**src/rtl/fp16_mul_arb.sv**
```systemverilog
// Round-robin front end for one shared pipelined fp16 multiplier.
// Grants one requester per cycle, registers the operand pair toward the
// multiplier, tags each issue in an in-order FIFO and steers every result
// back to the requester that issued it. In-flight work is bounded by credit.
module fp16_mul_arb #(
  parameter int unsigned NREQ      = 4,
  parameter int unsigned TAG_DEPTH = 8
) (
  input  logic                 clk,
  input  logic                 rst,
  input  logic [NREQ-1:0]      req_valid,
  input  logic [16*NREQ-1:0]   req_a,
  input  logic [16*NREQ-1:0]   req_b,
  output logic [NREQ-1:0]      req_ready,
  output logic                 mul_valid,
  output logic [15:0]          mul_a,
  output logic [15:0]          mul_b,
  input  logic [15:0]          mul_y,
  input  logic                 mul_ready,
  output logic [NREQ-1:0]      resp_valid,
  output logic [15:0]          resp_y,
  output logic                 busy,
  output logic                 err_orphan
);

  localparam int unsigned IDW = (NREQ > 1) ? $clog2(NREQ) : 1;
  localparam int unsigned PW  = (TAG_DEPTH > 1) ? $clog2(TAG_DEPTH) : 1;
  localparam int unsigned CW  = $clog2(TAG_DEPTH + 1);

  logic [IDW-1:0]  rr_q, rr_d;
  logic [CW-1:0]   cnt_q, cnt_d;
  logic [PW-1:0]   wr_q, wr_d, rd_q, rd_d;
  logic [IDW-1:0]  tag_q [TAG_DEPTH];
  logic            mul_valid_q, mul_valid_d;
  logic [15:0]     mul_a_q, mul_a_d, mul_b_q, mul_b_d;
  logic [NREQ-1:0] resp_valid_q, resp_valid_d;
  logic [15:0]     resp_y_q, resp_y_d;
  logic            orphan_q, orphan_d;

  logic            credit_ok;
  logic            xfer;
  logic [IDW-1:0]  gid;
  logic            pop;

  // Round-robin search from rr_q; credit uses the registered count only
  always_comb begin
    logic [IDW-1:0] idx;
    xfer      = 1'b0;
    gid       = '0;
    idx       = '0;
    credit_ok = !rst && (cnt_q < CW'(TAG_DEPTH));
    for (int unsigned k = 0; k < NREQ; k++) begin
      idx = IDW'((32'(rr_q) + k) % NREQ);
      if (credit_ok && !xfer && req_valid[idx]) begin
        xfer = 1'b1;
        gid  = idx;
      end
    end
    req_ready = xfer ? (NREQ'(1) << gid) : '0;
  end

  // Next state for issue stage, tag FIFO, credit counter and response stage
  always_comb begin
    pop          = mul_ready && (cnt_q != '0);
    rr_d         = rr_q;
    wr_d         = wr_q;
    rd_d         = rd_q;
    mul_valid_d  = xfer;
    mul_a_d      = mul_a_q;
    mul_b_d      = mul_b_q;
    resp_valid_d = '0;
    resp_y_d     = resp_y_q;
    orphan_d     = orphan_q | (mul_ready && (cnt_q == '0));
    cnt_d        = cnt_q + CW'(xfer) - CW'(pop);
    if (xfer) begin
      rr_d    = IDW'((32'(gid) + 1) % NREQ);
      wr_d    = wr_q + PW'(1);
      mul_a_d = req_a[32'(gid)*16 +: 16];
      mul_b_d = req_b[32'(gid)*16 +: 16];
    end
    if (pop) begin
      rd_d         = rd_q + PW'(1);
      resp_valid_d = NREQ'(1) << tag_q[rd_q];
      resp_y_d     = mul_y;
    end
  end

  // State registers; reset discards all tags and credits
  always_ff @(posedge clk or posedge rst) begin
    if (rst) begin
      rr_q         <= '0;
      cnt_q        <= '0;
      wr_q         <= '0;
      rd_q         <= '0;
      mul_valid_q  <= 1'b0;
      mul_a_q      <= '0;
      mul_b_q      <= '0;
      resp_valid_q <= '0;
      resp_y_q     <= '0;
      orphan_q     <= 1'b0;
      for (int unsigned i = 0; i < TAG_DEPTH; i++) tag_q[i] <= '0;
    end else begin
      rr_q         <= rr_d;
      cnt_q        <= cnt_d;
      wr_q         <= wr_d;
      rd_q         <= rd_d;
      mul_valid_q  <= mul_valid_d;
      mul_a_q      <= mul_a_d;
      mul_b_q      <= mul_b_d;
      resp_valid_q <= resp_valid_d;
      resp_y_q     <= resp_y_d;
      orphan_q     <= orphan_d;
      if (xfer) tag_q[wr_q] <= gid;
    end
  end

  assign mul_valid  = mul_valid_q;
  assign mul_a      = mul_a_q;
  assign mul_b      = mul_b_q;
  assign resp_valid = resp_valid_q;
  assign resp_y     = resp_y_q;
  assign busy       = (cnt_q != '0);
  assign err_orphan = orphan_q;

endmodule

```
**config.mk**
```make
export PLATFORM = sky130hd
export DESIGN_NAME = fp16_mul_arb
export DESIGN_NICKNAME = d
export VERILOG_FILES = /design/src/rtl/fp16_mul_arb.sv
export SDC_FILE = /design/constraint.sdc
export NUM_CORES = 1
export LEC_CHECK = 0
export ABC_CLOCK_PERIOD_IN_PS = 3800
export BUFFER_PORTS_ARGS = -buffer_cell sky130_fd_sc_hd__buf_2
export CORE_ASPECT_RATIO = 1.25
export CORE_MARGIN = 3
export CORE_UTILIZATION = 48
export DETAILED_ROUTE_END_ITERATION = 10
export GPL_ROUTABILITY_DRIVEN = 0
export PLACE_DENSITY = 0.78
export SETUP_SLACK_MARGIN = 0.05
export SYNTH_ARGS = -nofsm -noshare
export SYNTH_HDL_FRONTEND = slang
export SYNTH_SLANG_ARGS = --single-unit
```
**constraint.sdc**
```tcl
create_clock -name clk -period 3.8 [get_ports clk]
set_clock_uncertainty 0.1 [all_clocks]
set_input_delay 0.76 -clock clk [delete_from_list [all_inputs] [get_ports clk]]
set_output_delay 0.76 -clock clk [all_outputs]
set_load 0.1 [all_outputs]
```
==> results of run 1 <==
## critical path, stage by stage
cell	delay, ns
buf_6	0.11
or3b_4	0.41
o22ai_4	0.26
a2111o_1	0.17
a21oi_2	0.07
a2111oi_4	0.42
buf_4	0.22
ha_4	0.13
and2_4	0.15
buf_12	0.17
## flip-flops by register name (all words and copies together), names as in the netlist
register    flops
mul_a          16
mul_b          16
resp_y         16
tag_q          16
cnt_q           4
resp_valid      4
rd_q            3
wr_q            3
rr_q            2
err_orphan      1
mul_valid       1
## Yosys cell counts (all sizes together), types with 2 or more instances
cell | n | area share
nor3b | 2 | 0.0032
nand3 | 3 | 0.0032
a211oi | 2 | 0.0032
and2 | 4 | 0.0054
o21ai | 9 | 0.0097
clkbuf | 18 | 0.015
a221oi | 32 | 0.066
dfrtp | 82 | 0.44
a21oi | 6 | 0.0065
nor3 | 4 | 0.0054
nor4b | 2 | 0.0038
nor2 | 44 | 0.036
nand3b | 3 | 0.0049
a31oi | 2 | 0.0027
ha | 11 | 0.030
o21a | 2 | 0.0032
nand4b | 2 | 0.0038
xor2 | 3 | 0.0057
inv | 12 | 0.0097
mux2 | 12 | 0.030
mux4 | 4 | 0.019
buf | 13 | 0.032
nand2 | 73 | 0.059
xnor2 | 3 | 0.0057
mux2i | 68 | 0.15
or3b | 2 | 0.0038
## layout make-up
class                      instances  share of cell area
clock buffer                       9              0.0358
timing repair buffer             231               0.203
multi-input combinational        312               0.387
inverter                          12             0.00735
tap                              123              0.0244
clock inverter                     7              0.0167
sequential                        82               0.326
## timing repair
action                     4_1_cts  5_1_grt
pin swaps                        1        8
resized for setup                5       18
gates cloned                     0        0
setup endpoints to repair        4        4
buffers inserted                 3        3
## routing by layer
layer / wire, um / vias to the layer above
li1: - / 1994
met1: 4960 / 1969
met2: 6490 / 169
met3: 972 / 31
met4: 240 / 4
met5: 23 / -
## stage by stage
stage,std cells,utilization
after global routing,776,0.679
after floorplan,437,-
after global placement,754,0.629
after detailed placement,754,0.629
final,776,0.679
after CTS,773,0.668
## worst paths after layout
check	slack [ns]	endpoint	cells past startpoint	startpoint
max	0.07	req_ready[2]	10	rst
min	0.37	resp_y[0]$_DFFE_PP0P_	2	resp_y[0]$_DFFE_PP0P_
max reg2reg	0.46	mul_a[13]$_DFFE_PP0N_	9	rr_q[1]$_DFFE_PP0N_
min reg2reg	0.37	resp_y[0]$_DFFE_PP0P_	2	resp_y[0]$_DFFE_PP0P_
max in group asynchronous	2.19	resp_y[7]$_DFFE_PP0P_	3	rst
min in group asynchronous	0.58	rr_q[0]$_DFFE_PP0N_	2	rst
## kinds of logic (layout without fill, tap and decap cells)
kind of cell | Yosys count | after routing | share of synthesized area
flip-flops | 82 | 82 | 0.444
AO/OA/AOI/OAI | 64 | 64 | 0.119
XOR/XNOR | 6 | 6 | 0.0114
multiplexers | 84 | 84 | 0.197
adder cells (fa/ha/maj) | 12 | 12 | 0.0341
buffers and inverters | 43 | 259 | 0.0563
AND/OR/NAND/NOR | 146 | 146 | 0.139
==> results.toml, run 1 <==
[status]
outcome = "completed"

[grt]
track_usage = 0.222
antenna_found_initial = 2
use_met2 = 0.395
grt_pass1_vias = 4173
grt-ovfl-total = 0
grt_max_degree = 65
busiest_layer = "met2"
met3_usage = 0.0584
grt_use_met1 = 0.262
grt_pass1_wl_um = 19400

[cells_and_area]
final_cell_mix = "buf_2, dfrtp_1, nand2_1, mux2i_1, nor2_1"
n_antenna_cell = 0
multi_input_area_um2 = 2440
fillerInstances = 720
seq_area_um2 = 2050
areaGrowthSynthToFinish_pct = 36.2
drive_gt1_frac = 0.453
fin_area_um2 = 6300
nets = 811
final_common_cell = "buf_2"

[timing]
final-max-slew-violation-count = 0
rsz0062_at_grt = "yes"
fin_tns_setup_ns = 0
hold_viol_final = 0
finalCritPeriodShare = 0.982
layout_setup_ws_ns = 0.0695
fin_crit_ns = 3.73
setup-violations-final = 0
fmaxAchievable_mhz = 268
slew_headroom = 0.279
tightest_slew_ns = 1.08
hold_ws_ns = 0.370

[setup_path]
startpoint_type = "input pin"
path_class = "in2out"
cp-end-kind = "output pin"
worstPathMaxFanout = 7
cp_data_arrival_time_ns = 2.87
cp.required_ns = 2.94

[synth]
synth.avg_cell_area_um2 = 10.6
synth-seq-cells = 82
synth_ff_type = "dfrtp_1"
syn_inst = 437
yosysWarnings = 0
syn_area_um2 = 4620
synth_fp_nets = 600
synth_edf_count = 0
yosysSeqAreaShare = 0.444
synth_cell_types = 54
async_flop_share = 1.00

[floorplan]
num_rows = 39
core_area_um2 = 9270
io_pins = 210
dieArea_um2 = 10800
initial_core_util = 0.499
die_h_um = 116
die_w_um = 93.8

[detailed_routing]
firstDrtPassIters = 4
wl_um = 12700
route.detailed.drc = 0
wl_per_cell_um = 16.4
vias = 4167
drtIter0Drc = 100
ant_nets = 0
routed_via_density = 5.37

[clock_tree]
clk_latency_ns = 0.33
cts_tree = "built"
clk_path_buf_depth = 2
cts_hold_buf = 0
cts-root-buf = "clkbuf_16"
htreeDepth = 3
cts_made_buffers = 9
clkSinkCount = 82
clk_pin_slew_worst_paths_ns = 0.07

[job]
drv_cap = 0

[min_path]
hp-class = "reg2reg"

[placed_design]
preCtsSetupSlack_ns = -0.0351
place_area_um2 = 5830
dp_hpwl_um = 9410
io_buffers = 209
Power of run 1 is not shown: default switching activity piles up to over one toggle a cycle in this logic, so the estimate is an artifact.
==> run 2: changes to the inputs <==
--- a/config.mk
+++ b/config.mk
@@ -8,7 +8,7 @@
 export ABC_CLOCK_PERIOD_IN_PS = 3800
 export BUFFER_PORTS_ARGS = -buffer_cell sky130_fd_sc_hd__buf_2
 export CORE_ASPECT_RATIO = 1.25
-export CORE_MARGIN = 3
+export CORE_MARGIN = 1
 export CORE_UTILIZATION = 48
 export DETAILED_ROUTE_END_ITERATION = 10
 export GPL_ROUTABILITY_DRIVEN = 0
==> run 2 against run 1 <==
Non-clock buffer count increased by 3; critical path depth unchanged; sequential share of layout area increased by 0.052 points; largest cell class unchanged; count of clock-buffer cells in the layout unchanged; global-route usage increased by 2.9 points; core utilization increased by 0.25 points; worst hold slack improved by 0.0016 ns; final cell count increased by 0.39%.
==> results.toml, run 2 (synthesis gave the netlist of run 1 again) <==
[grt]
grt_pass1_wl_um = 20300
grt_max_degree = 62
antenna_found_initial = 0
grt-ovfl-total = 0
grt_pass1_vias = 4281
track_usage = 0.250

[setup_path]
path_cells = "buf_2 -> or3b_4 -> o22ai_4 -> a2111o_1 -> a21oi_2 -> a2111oi_4 -> buf_4 -> ha_1 -> and2_4 -> buf_12"
cp.depth = 10
crit_end = "req_ready[2]"
r2r_start = "rr_q[1]$_DFFE_PP0N_"
crit_family = "compound AO/OA/AOI/OAI gates"
startpoint = "rst"
path_buf_inv = 3
worst_r2r_endpoint = "mul_b[14]$_DFFE_PP0N_"
r2r_slack_ns = 0.60
reg2regPathDepth = 10
critical-path-max-stage-delay_ns = 0.39
worstPathMaxFanout = 7
cp.required_ns = 2.94
cp-end-kind = "output pin"
startpoint_type = "input pin"
path_class = "in2out"
cpMaxStageDelayCell = "or3b_4"
cp_data_arrival_time_ns = 2.81

[timing]
finalCritPeriodShare = 0.966
final-max-slew-violation-count = 0
fmaxAchievable_mhz = 272
hold_ws_ns = 0.372
rsz0062_at_grt = "yes"
setup-violations-final = 0
hold_viol_final = 0
slew_headroom = 0.528
tightest_slew_ns = 0.707
fin_crit_ns = 3.67

[detailed_routing]
firstDrtPassIters = 4
wl_per_cell_um = 15.9
route.detailed.drc = 0
ant_nets = 0
drtIter0Drc = 171
routed_via_density = 5.45
wl_um = 12400
vias = 4245

[floorplan]
num_rows = 39
core_area_um2 = 9220
dieArea_um2 = 10000
die_h_um = 112
die_w_um = 89.8
initial_core_util = 0.501
io_pins = 210

[status]
outcome = "completed"

[placed_design]
dp_hpwl_um = 9220
io_buffers = 209

[cells_and_area]
nets = 814
drive_gt1_frac = 0.459
multi_input_area_um2 = 2420
fillerInstances = 718
areaGrowthSynthToFinish_pct = 36.0
seq_area_um2 = 2050
n_antenna_cell = 0
final_cell_mix = "buf_2, dfrtp_1, nand2_1, mux2i_1, nor2_1"
utilization = 0.682
final_common_cell = "buf_2"

[clock_tree]
clk_path_buf_depth = 2
cts_hold_buf = 0
cts_tree = "built"
clk_pin_slew_worst_paths_ns = 0.07
cts-root-buf = "clkbuf_16"
clk_latency_ns = 0.33
cts_made_buffers = 9
htreeDepth = 3
clkSinkCount = 82

[min_path]
hp-class = "reg2reg"

[job]
drv_cap = 0
run 2: worst min-delay path by stage:
stage / end / from / depth (start not counted)
6_report: err_orphan$_DFF_PP0_ / err_orphan$_DFF_PP0_ / 1
5_1_grt: resp_y[6]$_DFFE_PP0P_ / rst / 2
4_1_cts: resp_y[5]$_DFFE_PP0P_ / rst / 2
3_5_place_dp: err_orphan$_DFF_PP0_ / err_orphan$_DFF_PP0_ / 1
3_3_place_gp: resp_y[10]$_DFFE_PP0P_ / resp_y[10]$_DFFE_PP0P_ / 2
2_1_floorplan: tag_q[10]$_DFFE_PP0P_ / tag_q[10]$_DFFE_PP0P_ / 2
run 2: stage by stage:
| stage | TNS [ns] | setup slack [ns] | area [um2] | std cells |
|---|---|---|---|---|
| 3_3_place_gp | 0 | 0.0469 | 5830 | 752 |
| 5_1_grt | 0 | 0.00465 | 6290 | 779 |
| 4_1_cts | 0 | 0.0724 | 6210 | 775 |
| 3_5_place_dp | -0.0161 | -0.0108 | 5830 | 752 |
| 6_report | 0 | 0.128 | 6290 | 779 |
| 2_1_floorplan | 0 | 0.124 | 4630 | 437 |
run 2: layout make-up:
cell class / count / area share
flip-flops and latches: 82 / 0.327
repair buffers: 234 / 0.207
clock buffers: 9 / 0.0358
multi-input cells: 312 / 0.385
well taps: 123 / 0.0245
clock inverters: 7 / 0.0131
inverters: 12 / 0.00736
run 2: metal layers:
layer,GRT usage,vias to the layer above,routed length [um]
li1,-,2000,-
met1,0.283,2040,4780
met2,0.461,178,6660
met5,0,-,0
met4,0.102,0,265
met3,0.0485,27,702
run 2: timing repair:
action,in CTS,in global routing
setup endpoints to repair,4,4
pin swaps,2,4
resized for setup,8,10
setup buffers,7,4
run 2: worst reg2reg max path, delay by kind of cell, from the launching register on:
kind | cells | cell delay (ns)
AO/OA/AOI/OAI | 4 | 0.80
buffers and inverters | 3 | 0.71
flip-flops | 1 | 0.40
AND/OR/NAND/NOR | 3 | 1.06
Power of run 2 is left out for the same reason.
==> run 3: changes to the inputs <==
--- a/config.mk
+++ b/config.mk
@@ -12,6 +12,7 @@
 export CORE_UTILIZATION = 48
 export DETAILED_ROUTE_END_ITERATION = 10
 export GPL_ROUTABILITY_DRIVEN = 0
+export GPL_TIMING_DRIVEN = 0
 export PLACE_DENSITY = 0.78
 export SETUP_SLACK_MARGIN = 0.05
 export SYNTH_ARGS = -nofsm -noshare
==> run 3 against run 2 <==
Critical path type is now reg2out; via count grew 1.5%; setup slack lost 0.15 ns; the flow now finishes with violations (setup timing); highest routed layer unchanged; maximum frequency shrank 4.0%; critical endpoint unchanged.
==> results.toml, run 3 (synthesis gave the netlist of run 1 again) <==
[timing]
fmaxAchievable_mhz = 261
final-max-slew-violation-count = 0
rsz0062_at_grt = "yes"
tightest_slew_ns = 0.546
hold_viol_final = 0
slew_headroom = 0.636
setup-violations-final = 2
fin_crit_ns = 3.82
finalCritPeriodShare = 1.01
layout_setup_ws_ns = -0.0247

[grt]
grt_pass1_wl_um = 21500
antenna_found_initial = 1
grt_pass1_vias = 4396
grt_max_degree = 54
grt-ovfl-total = 0
track_usage = 0.267

[cells_and_area]
final_common_cell = "buf_2"
areaGrowthSynthToFinish_pct = 39.8
fin_area_um2 = 6460
drive_gt1_frac = 0.446
final_cell_mix = "buf_2, dfrtp_1, nand2_1, mux2i_1, nor2_1"
nets = 828
fillerInstances = 691

[floorplan]
die_w_um = 89.8
dieArea_um2 = 10000
core_area_um2 = 9220
io_pins = 210
num_rows = 39
die_h_um = 112
initial_core_util = 0.501

[detailed_routing]
route.detailed.drc = 0
firstDrtPassIters = 4
ant_nets = 0
vias = 4308
drtIter0Drc = 204
routed_via_density = 5.43
wl_per_cell_um = 16.5
wl_um = 13100

[min_path]
hp-class = "in2async"

[placed_design]
dp_hpwl_um = 9690
io_buffers = 209
place_area_um2 = 5860

[clock_tree]
cts-root-buf = "clkbuf_16"
htreeDepth = 3
clkSinkCount = 82
clk_latency_ns = 0.33
cts_made_buffers = 9
cts_tree = "built"
clk_pin_slew_worst_paths_ns = 0.06
clk_path_buf_depth = 2

[status]
outcome = "finished, violations left"
failed_checks = "setup timing"

[setup_path]
path_class = "reg2out"
startpoint_type = "flip-flop"
worstPathMaxFanout = 5
cp_data_arrival_time_ns = 2.96
cp.required_ns = 2.94
cp-end-kind = "output pin"

[job]
drv_cap = 0
==> run 3: final cells by class <==
| cell class | count | area, um2 | area share |
|---|---|---|---|
| clock inverters | 7 | 108 | 0.0167 |
| plain buffers | 30 | 231 | 0.0358 |
| inverters | 12 | 53.8 | 0.00833 |
| diodes | 1 | 2.50 | 0.000387 |
| flip-flops and latches | 82 | 2050 | 0.318 |
| repair buffers | 218 | 1200 | 0.185 |
| multi-input cells | 312 | 2440 | 0.377 |
| well taps | 123 | 154 | 0.0238 |
| clock buffers | 9 | 225 | 0.0349 |
==> run 3: worst paths after layout <==
kind,cells past startpoint,startpoint,slack [ns],end
max in group asynchronous,3,rst,2.68,wr_q[0]$_DFFE_PP0N_
worst max-delay path,11,rr_q[1]$_DFFE_PP0N_,-0.02,req_ready[2]
worst min register to register,2,resp_y[4]$_DFFE_PP0P_,0.37,resp_y[4]$_DFFE_PP0P_
min in group clk,2,resp_y[4]$_DFFE_PP0P_,0.37,resp_y[4]$_DFFE_PP0P_
worst max register to register,11,rr_q[1]$_DFFE_PP0N_,0.60,mul_a[4]$_DFFE_PP0N_
worst min-delay path,2,rst,0.33,mul_valid$_DFF_PP0_
==> run 3: timing repair <==
| action | CTS | global route |
|---|---|---|
| hold buffers | 0 | 0 |
| gates cloned | 0 | 1 |
| resized for setup | 26 | 28 |
| endpoints found under the setup margin | 4 | 4 |
| pin swaps | 1 | 11 |
| buffers inserted | 2 | 5 |
==> run 3: routing by layer <==
layer / vias up / GRT usage / share of wire
met5: - / 0 / 0
met4: 0 / 0.0940 / 0.025
met3: 31 / 0.0567 / 0.050
met2: 164 / 0.472 / 0.52
met1: 2086 / 0.321 / 0.40
li1: 2027 / - / -
==> run 3: critical path, cell delays in order, from the launching register on <==
cell        delay (ns)
dfrtp_1           0.43
buf_6             0.15
or3b_4            0.24
o311ai_4          0.10
a311oi_2          0.45
a211oi_2          0.17
a31oi_4           0.26
buf_8             0.15
clkinvlp_4        0.13
ha_1              0.23
and2_4            0.14
buf_8             0.16
==> run 3: through the flow <==
| step | setup WS (ns) | hold WS (ns) | setup TNS (ns) | instances | utilization |
|---|---|---|---|---|---|
| after floorplan | 0.124 | 0.345 | 0 | 437 | - |
| after global placement | -0.621 | 0.350 | -16.58 | 769 | 0.632 |
| after detailed placement | -0.653 | 0.354 | -2.48 | 770 | 0.636 |
| after CTS | 0.0466 | 0.375 | 0 | 787 | 0.683 |
| after global routing | -0.171 | 0.370 | -0.609 | 794 | 0.701 |
| final | -0.0247 | 0.331 | -0.0323 | 794 | 0.701 |
Power of run 3 is left out for the same reason.
